[src/rtl/pam_demap_pipe.sv]
// pam_demap_pipe: two-stage PAM symbol demapper.
//   Stage 1 adds the rounding bias to channels 1..N-1 (channel 0 is DC and
//   is dropped). Stage 2 slices each biased sample against the PAM
//   thresholds into a B-bit level. Both stages use valid/ready handshaking.
//   Samples above the top decision region are counted in clip_cnt.
// Ports:
//   clk, rst        clock, synchronous active-high reset
//   in_valid/in_ready/in_last, u[N*W]      input word, channel k at [k*W +: W]
//   out_valid/out_ready/out_last, y[B*(N-1)] decided symbols, slice p-1 holds
//                                            channel N-p
//   clip_cnt[16]    saturating count of clipped samples
// Build option: define PAM_GRAY_EN to emit Gray-coded levels instead of binary.

// Per-channel slicer: biased sample -> level/symbol plus clip flag.
module pam_demap_lane #(
  parameter int W    = 12,
  parameter int B    = 2,
  parameter int STEP = 16
) (
  input  logic [W:0]   a,
  output logic [B-1:0] sym,
  output logic         clip
);
  localparam int L      = 1 << B;
  // One full STEP above the top threshold.
  localparam int CLIP_T = STEP/2 + (L-1)*STEP;

  logic [B-1:0] lvl;
  int           av;

  always_comb begin
    av   = int'($signed(a));
    lvl  = '0;
    // Level = number of thresholds strictly exceeded; negatives land on 0.
    for (int i = 0; i < L-1; i++)
      if (av > STEP/2 + i*STEP) lvl = lvl + B'(1);
    clip = av > CLIP_T;
  end

`ifdef PAM_GRAY_EN
  assign sym = lvl ^ (lvl >> 1);
`else
  assign sym = lvl;
`endif
endmodule

module pam_demap_pipe #(
  parameter int M    = 8,
  parameter int N    = 16,
  parameter int LOGN = 4,
  parameter int B    = 2,
  parameter int STEP = 16
) (
  input  logic                    clk,
  input  logic                    rst,
  input  logic                    in_valid,
  output logic                    in_ready,
  input  logic                    in_last,
  input  logic [N*(M+LOGN)-1:0]   u,
  output logic                    out_valid,
  input  logic                    out_ready,
  output logic                    out_last,
  output logic [B*(N-1)-1:0]      y,
  output logic [15:0]             clip_cnt
);
  localparam int W = M + LOGN;
  localparam int C = N - 1;   // channels actually demapped

  logic                adv1, adv2;
  logic                s1v, s1last, s2v;
  logic [C-1:0][W:0]   a_in, s1a;
  logic [C-1:0][B-1:0] sym, ynext;
  logic [C-1:0]        clip;
  logic [16:0]         clip_sum;
  logic                unused_ch0;

  // Channel 0 carries DC/bias only.
  assign unused_ch0 = ^u[W-1:0];

  // Stage 2 frees when empty or draining; stage 1 frees when it can move on.
  assign adv2      = !s2v || out_ready;
  assign adv1      = !s1v || adv2;
  assign in_ready  = adv1;
  assign out_valid = s2v;

  // Lane g handles channel g+1; output slice q holds channel N-1-q.
  for (genvar g = 0; g < C; g++) begin : g_lane
    assign a_in[g] = {u[(g+2)*W-1], u[(g+2)*W-1 -: W]} + (W+1)'(1 << (LOGN-1));
    pam_demap_lane #(.W(W), .B(B), .STEP(STEP)) u_lane (
      .a    (s1a[g]),
      .sym  (sym[g]),
      .clip (clip[g])
    );
    assign ynext[C-1-g] = sym[g];
  end

  // New count with one extra bit to detect saturation.
  always_comb begin
    clip_sum = {1'b0, clip_cnt};
    for (int j = 0; j < C; j++) clip_sum = clip_sum + 17'(clip[j]);
  end

  always_ff @(posedge clk) begin
    if (rst) begin
      s1v      <= 1'b0;
      s1last   <= 1'b0;
      s1a      <= '0;
      s2v      <= 1'b0;
      out_last <= 1'b0;
      y        <= '0;
      clip_cnt <= '0;
    end else begin
      if (adv1) begin
        s1v    <= in_valid;
        s1last <= in_last;
        s1a    <= a_in;
      end
      if (adv2) begin
        s2v <= s1v;
        // Output and clip count only move when a real word enters stage 2.
        if (s1v) begin
          y        <= ynext;
          out_last <= s1last;
          clip_cnt <= clip_sum[16] ? 16'hFFFF : clip_sum[15:0];
        end
      end
    end
  end
endmodule

[config.mk]
export PLATFORM = sky130hd
export DESIGN_NAME = pam_demap_pipe
export DESIGN_NICKNAME = d
export VERILOG_FILES = /design/src/rtl/pam_demap_pipe.sv
export SDC_FILE = /design/constraint.sdc
export NUM_CORES = 1
export LEC_CHECK = 0
export ABC_AREA = 1
export CORE_MARGIN = 8
export CORE_UTILIZATION = 50
export DETAILED_ROUTE_END_ITERATION = 8
export HOLD_SLACK_MARGIN = 0.05
export PLACE_DENSITY_LB_ADDON = 0.12
export SLEW_MARGIN = 25
export SYNTH_ARGS = -nofsm -noshare
export SYNTH_HDL_FRONTEND = slang
export SYNTH_SLANG_ARGS = --single-unit
[constraint.sdc]
create_clock -name clk -period 5.5 [get_ports clk]
set_clock_uncertainty 0.05 [all_clocks]
set_input_delay 1.1 -clock clk [delete_from_list [all_inputs] [get_ports clk]]
set_output_delay 1.1 -clock clk [all_outputs]
set_load 0.02 [all_outputs]
# After elaboration in Yosys (flattened, before gate mapping)
# Cells that the tools add are included.
# classes
muxes,46
multipliers,0
order_cmp,60
n_eq_ne,0
shift,0
div,0
bitwise,0
reduce_logical,5
add_sub_neg,60
# ops
op,count
$gt 13x7->1 const B,30
$add 17x1->17,14
$add 12x5->13 const B,15
$gt 13x5->1 const B,15
$gt 13x6->1 const B,15
$mux 2,30
$add 1x1->2 const B,15
$add 2x1->2 const B,15
$add 16x1->17,1
$mux 16,1
$mux 1,15
$logic_not 1->1,2
$logic_or 1x1->1,2
$reduce_and 2->1,1
# word_totals
word_cells,192
output_inout_bits,49
rom_bits,0
mem_count,0
latch_bits,0
regBits,245
mem_bits_rw,0
in_bits,197

# Logic depth before layout (Yosys ltp)
# depth
depth_word,17
ltp_mapped,27
ltp_nobuf,27

# Modules after synthesis
# Synthesis repeated with hierarchy kept, for this count alone.
# unflattened
cells_unflattened,2397
hier_area_um2,16145.5
# modules_own_cells
mod,instances,seq_area_each_um2,cells_per_inst,area_each_um2
pam_demap_pipe,1,4904.7,1602,11584.9
pam_demap_lane,15,0.0,53,304.0

# Worst setup path after synthesis
# OpenSTA, ideal clock, no wires.
# synth_timing
path_kind,flip-flop to flip-flop
startpoint,register s1a[9] (netlist bit)
endpoint,register clip_cnt[12]
stages_incl_launch_ff,24
setup_ns,0.110
path_slack_ns,0.983
t_required_ns,5.340
arrival_ns,4.357
period_less_slack_ns,4.517
path_buffers,0
cell_sequence,dfxtp_1 -> inv_1 -> nand2_1 -> nor2_1 -> nand3_1 -> o21ai_0 -> nor2_1 -> fa_1 -> inv_1 -> fa_1 -> fa_1 -> inv_1 -> fa_1 -> ha_1 -> fa_1 -> nand3_1 -> nand3_2 -> nand2_1 -> nand2_2 -> nand2_2 -> nor2_2 -> or2_1 -> inv_1 -> nor2_1
# synth_between
elab_chain_cells,17
# synth_rtl
element,line,source
"start, declared",71,"logic [C-1:0][W:0] a_in, s1a;"
"start signal, assigned",116,s1a <= a_in;
$gt 13x7->1,37,clip = av > CLIP_T;
$add 16x1->17,100,for (int j = 0; j < C; j++) clip_sum = clip_sum + 17'(clip[j]);
$add 17x1->17 (14 in series),100,
$mux 16,124,clip_cnt <= clip_sum[16] ? 16'hFFFF : clip_sum[15:0];
"end signal, assigned",124,
"end, declared",64,output logic [15:0] clip_cnt
# No other way between the ends.
# A chain may end at the register's enable or synchronous reset.

# Final worst setup path
# layout_timing
startpoint,register s1a[64] (netlist bit)
endpoint,register clip_cnt[11]
# layout_between
elab_chain_cells,13
# layout_rtl
element,line
$gt 13x7->1,37
$add 17x1->17 (11 in series),100
$mux 16,124
# No other way between the ends.

==> metrics.md <==
| Metric | Value |
|---|---|
| Status | finished clean |
| Share of post-route cells with drive strength above 1 | under 10% |
| Worst-path fanout max | 6 |
| Flop pwr share | a little under two fifths |
| Synth-to-Final Area Change | 23.9% |
| GR Util met1 | between 20% and 30% |
| IO Pins | between 200 and 250 |
| Startpoint Class | register |
| NetSw | ~0.0016 W |
| Routed via count | about 14000 |
| CP max stage cell | fa_1 |
| Cell area after synthesis | 14800 µm² |
| H-tree levels | 1 |
| Post-synth EDFFs | 0 |
| RSZ-0062 raised after global routing | false |
| Vias in the first global route | around 14000 |
| Peak VDD IR | 0.222 mV |
| TritonCTS clock tree | done |
| Met3 Usage GRT | ~3.4% |
| DRT Pass-1 Iters | 8 |
| Dpl hpwl | between 20 and 30 mm |
| Synth Register Bits | 245 |
| Tmin final | 5.10 ns |
| Cell family with most CP delay | adder cells |
| FF/Latch Area | between 4000 and 5000 µm² |
| Standby leakage power | approximately 9 nW |
| Effective utilization at floorplan | between 50% and 60% |
| Final nets | roughly 2700 |
| Post-synthesis instance total | 2256 |
| Part of the Yosys area used for sequential elements | roughly a third |
| Clock tree buffer depth | 3 |
| Comb power frac | between 20% and 30% |
| Clock share of power | 38.1% |
| PortBufs | between 200 and 250 |
| Busiest grt layer | met2 |
| First-pass GRT wire length | 64.1 mm |
| Worst Hold Class | register to register |
| CTS root buf | clkbuf_16 |
| Tightest Pin Transition | 1.03 ns |
| Fill count | between 2000 and 3000 |
| TNS Setup | 0 ns |
| # resized after CTS | 0 |
| Synth warn | 0 |
| Area post-placement | between 15000 and 20000 µm² |
| Gr ovfl total | 0 |
| Switching share of total power | between 20% and 30% |
| Drt initial violations | approximately 840 |
| Async S/R FF share, synth | 0% |
| Final setup fails | 0 |
| Multi-input logic area | approximately 8100 µm² |
| Fmax | slightly below 200 MHz |
| GRT Util Overall | 21.0% |
| CP cell instances | inv_2, nand2_1, nor2_1, and3_1, o21ai_0, nand2_1, a21oi_1, fa_1, inv_1, fa_1, fa_1, inv_1, fa_1, ha_1, fa_1, nand3_1, nand3_2, nand2_1, nand2_2, nand3_1, nand2_1, o21ai_1, inv_1 |
| Drt wl/cell | roughly 13 µm |
| Post-Syn Nets | between 2000 and 3000 |
| Via/cell ratio | 5.04 |
| Largest net degree at the start of global routing | between 90 and 100 |
| Die area | around 35000 µm² |
| Max-cap violations | 0 |
| Die height | 188 µm |
| Pwr dens | slightly below 300 nW/µm² |
| Hold_buf cts | 0 |
| Row Count | 63 |
| Final hold violations | 0 |
| Clock Latency Late Sink | roughly 0.54 ns |
| Final weighted congestion in routability-driven placement | between 0.9 and 1 |
| Pint | 0.00382 W |
| Met2 Track Usage GR | approximately 37% |
| Die width | about 190 µm |
| Slew Limit Fails | 0 |
| Final Cycle Share | between 90% and 100% |
| Final Cell Area | 18400 µm² |
| Routed Antenna Nets | 0 |
| Top cell type's share of synthesized area | around a third |
| Synth area leaders | dfxtp_1, nand2_1, inv_1 |
| Clk slew on worst S/H paths | approximately 0.06 ns |
| Post-synth cell types | 46 |
| Kind of critical path | register to register |
| Cell taking the most area after synthesis | dfxtp_1 |
| Number of buffers created by CTS | 29 |
| WP data required | ~5.9 ns |
| Worst path max stage delay | around 0.55 ns |
| Mean post-synth cell area | about 6.6 µm² |
| Slew headroom | 31.3% |
| Critical path buffer and inverter count | 4 |
| Clk sinks | 245 |
| Antenna violations before repair | 3 |
| CORE AREA | around 29000 µm² |
| Post-CTS setup buffers | 0 |
| Most common cell on crit path | fa_1 |
| Worst endpoint data arrival time | 5.48 ns |
| Worst Setup End Kind | register |
| Post-synth top flop | dfxtp_1 |
| Final wirelength | ~38 mm |
| Number of remaining DRC errors | 0 |
==> cells in the final DEF, fill, tap and decap left out, types with 6 or more instances in the layout <==
cell type and count:
nor2_1 321, o211ai_1 18, nand2_1 397, clkbuf_8 9, xor2_1 48, ha_1 54, a21oi_1 171, nor2_2 7
nand3_1 169, clkinv_2 6, o21ai_0 166, inv_1 370, nand2_2 6, nor4_1 6, clkbuf_16 29, nand4_1 54
dfxtp_1 245, clkdlybuf4s50_1 232, a31oi_1 6, nor3_1 34, fa_1 11, xnor2_1 40, o21ai_1 6
==> synth_stat cells, drive strengths merged, types with 2 or more instances <==
cell type,n
o211ai,18
fa,11
nor3,39
ha,54
nor3b,3
xnor2,40
and3,3
nor2,328
nand4,54
a31oi,6
clkbuf,26
buf,52
xor2,48
nand3b,2
dfxtp,245
inv,374
a211oi,4
a21oi,171
o2111ai,2
a21o,4
nand3,172
o21bai,4
nand2,404
or2,7
o21ai,174
nor4,6
==> layer usage <==
layer,up-vias,wire length [µm]
met5,-,0
met4,0,977
met3,65,1680
met2,280,18300
met1,6492,17300
li1,7588,-
==> per-stage QoR <==
| step | setup slack [ns] | total power, W | util (%) | hold slack [ns] | cells |
|---|---|---|---|---|---|
| 6_report | 0.403 | 0.00544 | 62.4 | 0.405 | 2862 |
| 2_1_floorplan | 0.983 | 0.00295 | - | 0.380 | 2256 |
| 5_1_grt | 0.0368 | 0.00580 | 62.4 | 0.432 | 2862 |
| 4_1_cts | 0.414 | 0.00551 | 62.4 | 0.404 | 2859 |
| 3_5_place_dp | 0.438 | 0.00340 | 58.9 | 0.394 | 2807 |
| 3_3_place_gp | 0.486 | 0.00336 | 58.9 | 0.389 | 2807 |
==> cells by family after synthesis <==
group	Yosys count	synth area share, %
AND/OR/NAND/NOR	1019	29.5
buffers and inverters	452	12.3
AO/OA/AOI/OAI	387	13.9
flip-flops	245	33.1
XOR/XNOR	88	5.20
adder cells (fa/ha/maj)	65	6.04
==> worst paths after layout <==
path | end | startpoint | cells past startpoint | slack (ns)
worst max-delay path | clip_cnt[11] | s1a[64] | 23 | 0.40
worst min-delay path | s1a[119] | s1a[119] | 2 | 0.41
worst max register to register | clip_cnt[11] | s1a[64] | 23 | 0.40
worst min register to register | s1a[119] | s1a[119] | 2 | 0.41
==> worst min-delay path: cells and delay by family (launching register included) <==
family                 cells  cell delay, ns
flip-flops                 1            0.30
buffers and inverters      1            0.06
AO/OA/AOI/OAI              1            0.05
==> final cells by class <==
class / count / share of cell area [%]
antenna: 3 / 0.0409
clock buffer: 39 / 4.65
inverter: 374 / 7.69
tap: 390 / 2.66
sequential: 245 / 26.7
multi-input combinational: 1559 / 44.2
clock inverter: 13 / 1.06
timing repair buffer: 239 / 13.0
==> registers in the layout (all words and copies together), names as in the netlist <==
register,flops
s1a,195
out_last,1
y,30
s1last,1
s1v,1
clip_cnt,16
out_valid,1
==> power by group through the flow <==
stage	clock network [W]	registers [W]	logic, W
after floorplan	0	0.00204	0.000907
after global placement	0	0.00203	0.00134
after detailed placement	0	0.00203	0.00137
after CTS	0.00213	0.00199	0.00138
after global routing	0.00220	0.00201	0.00158
final	0.00207	0.00199	0.00137
(Power assumes the default switching activity.)
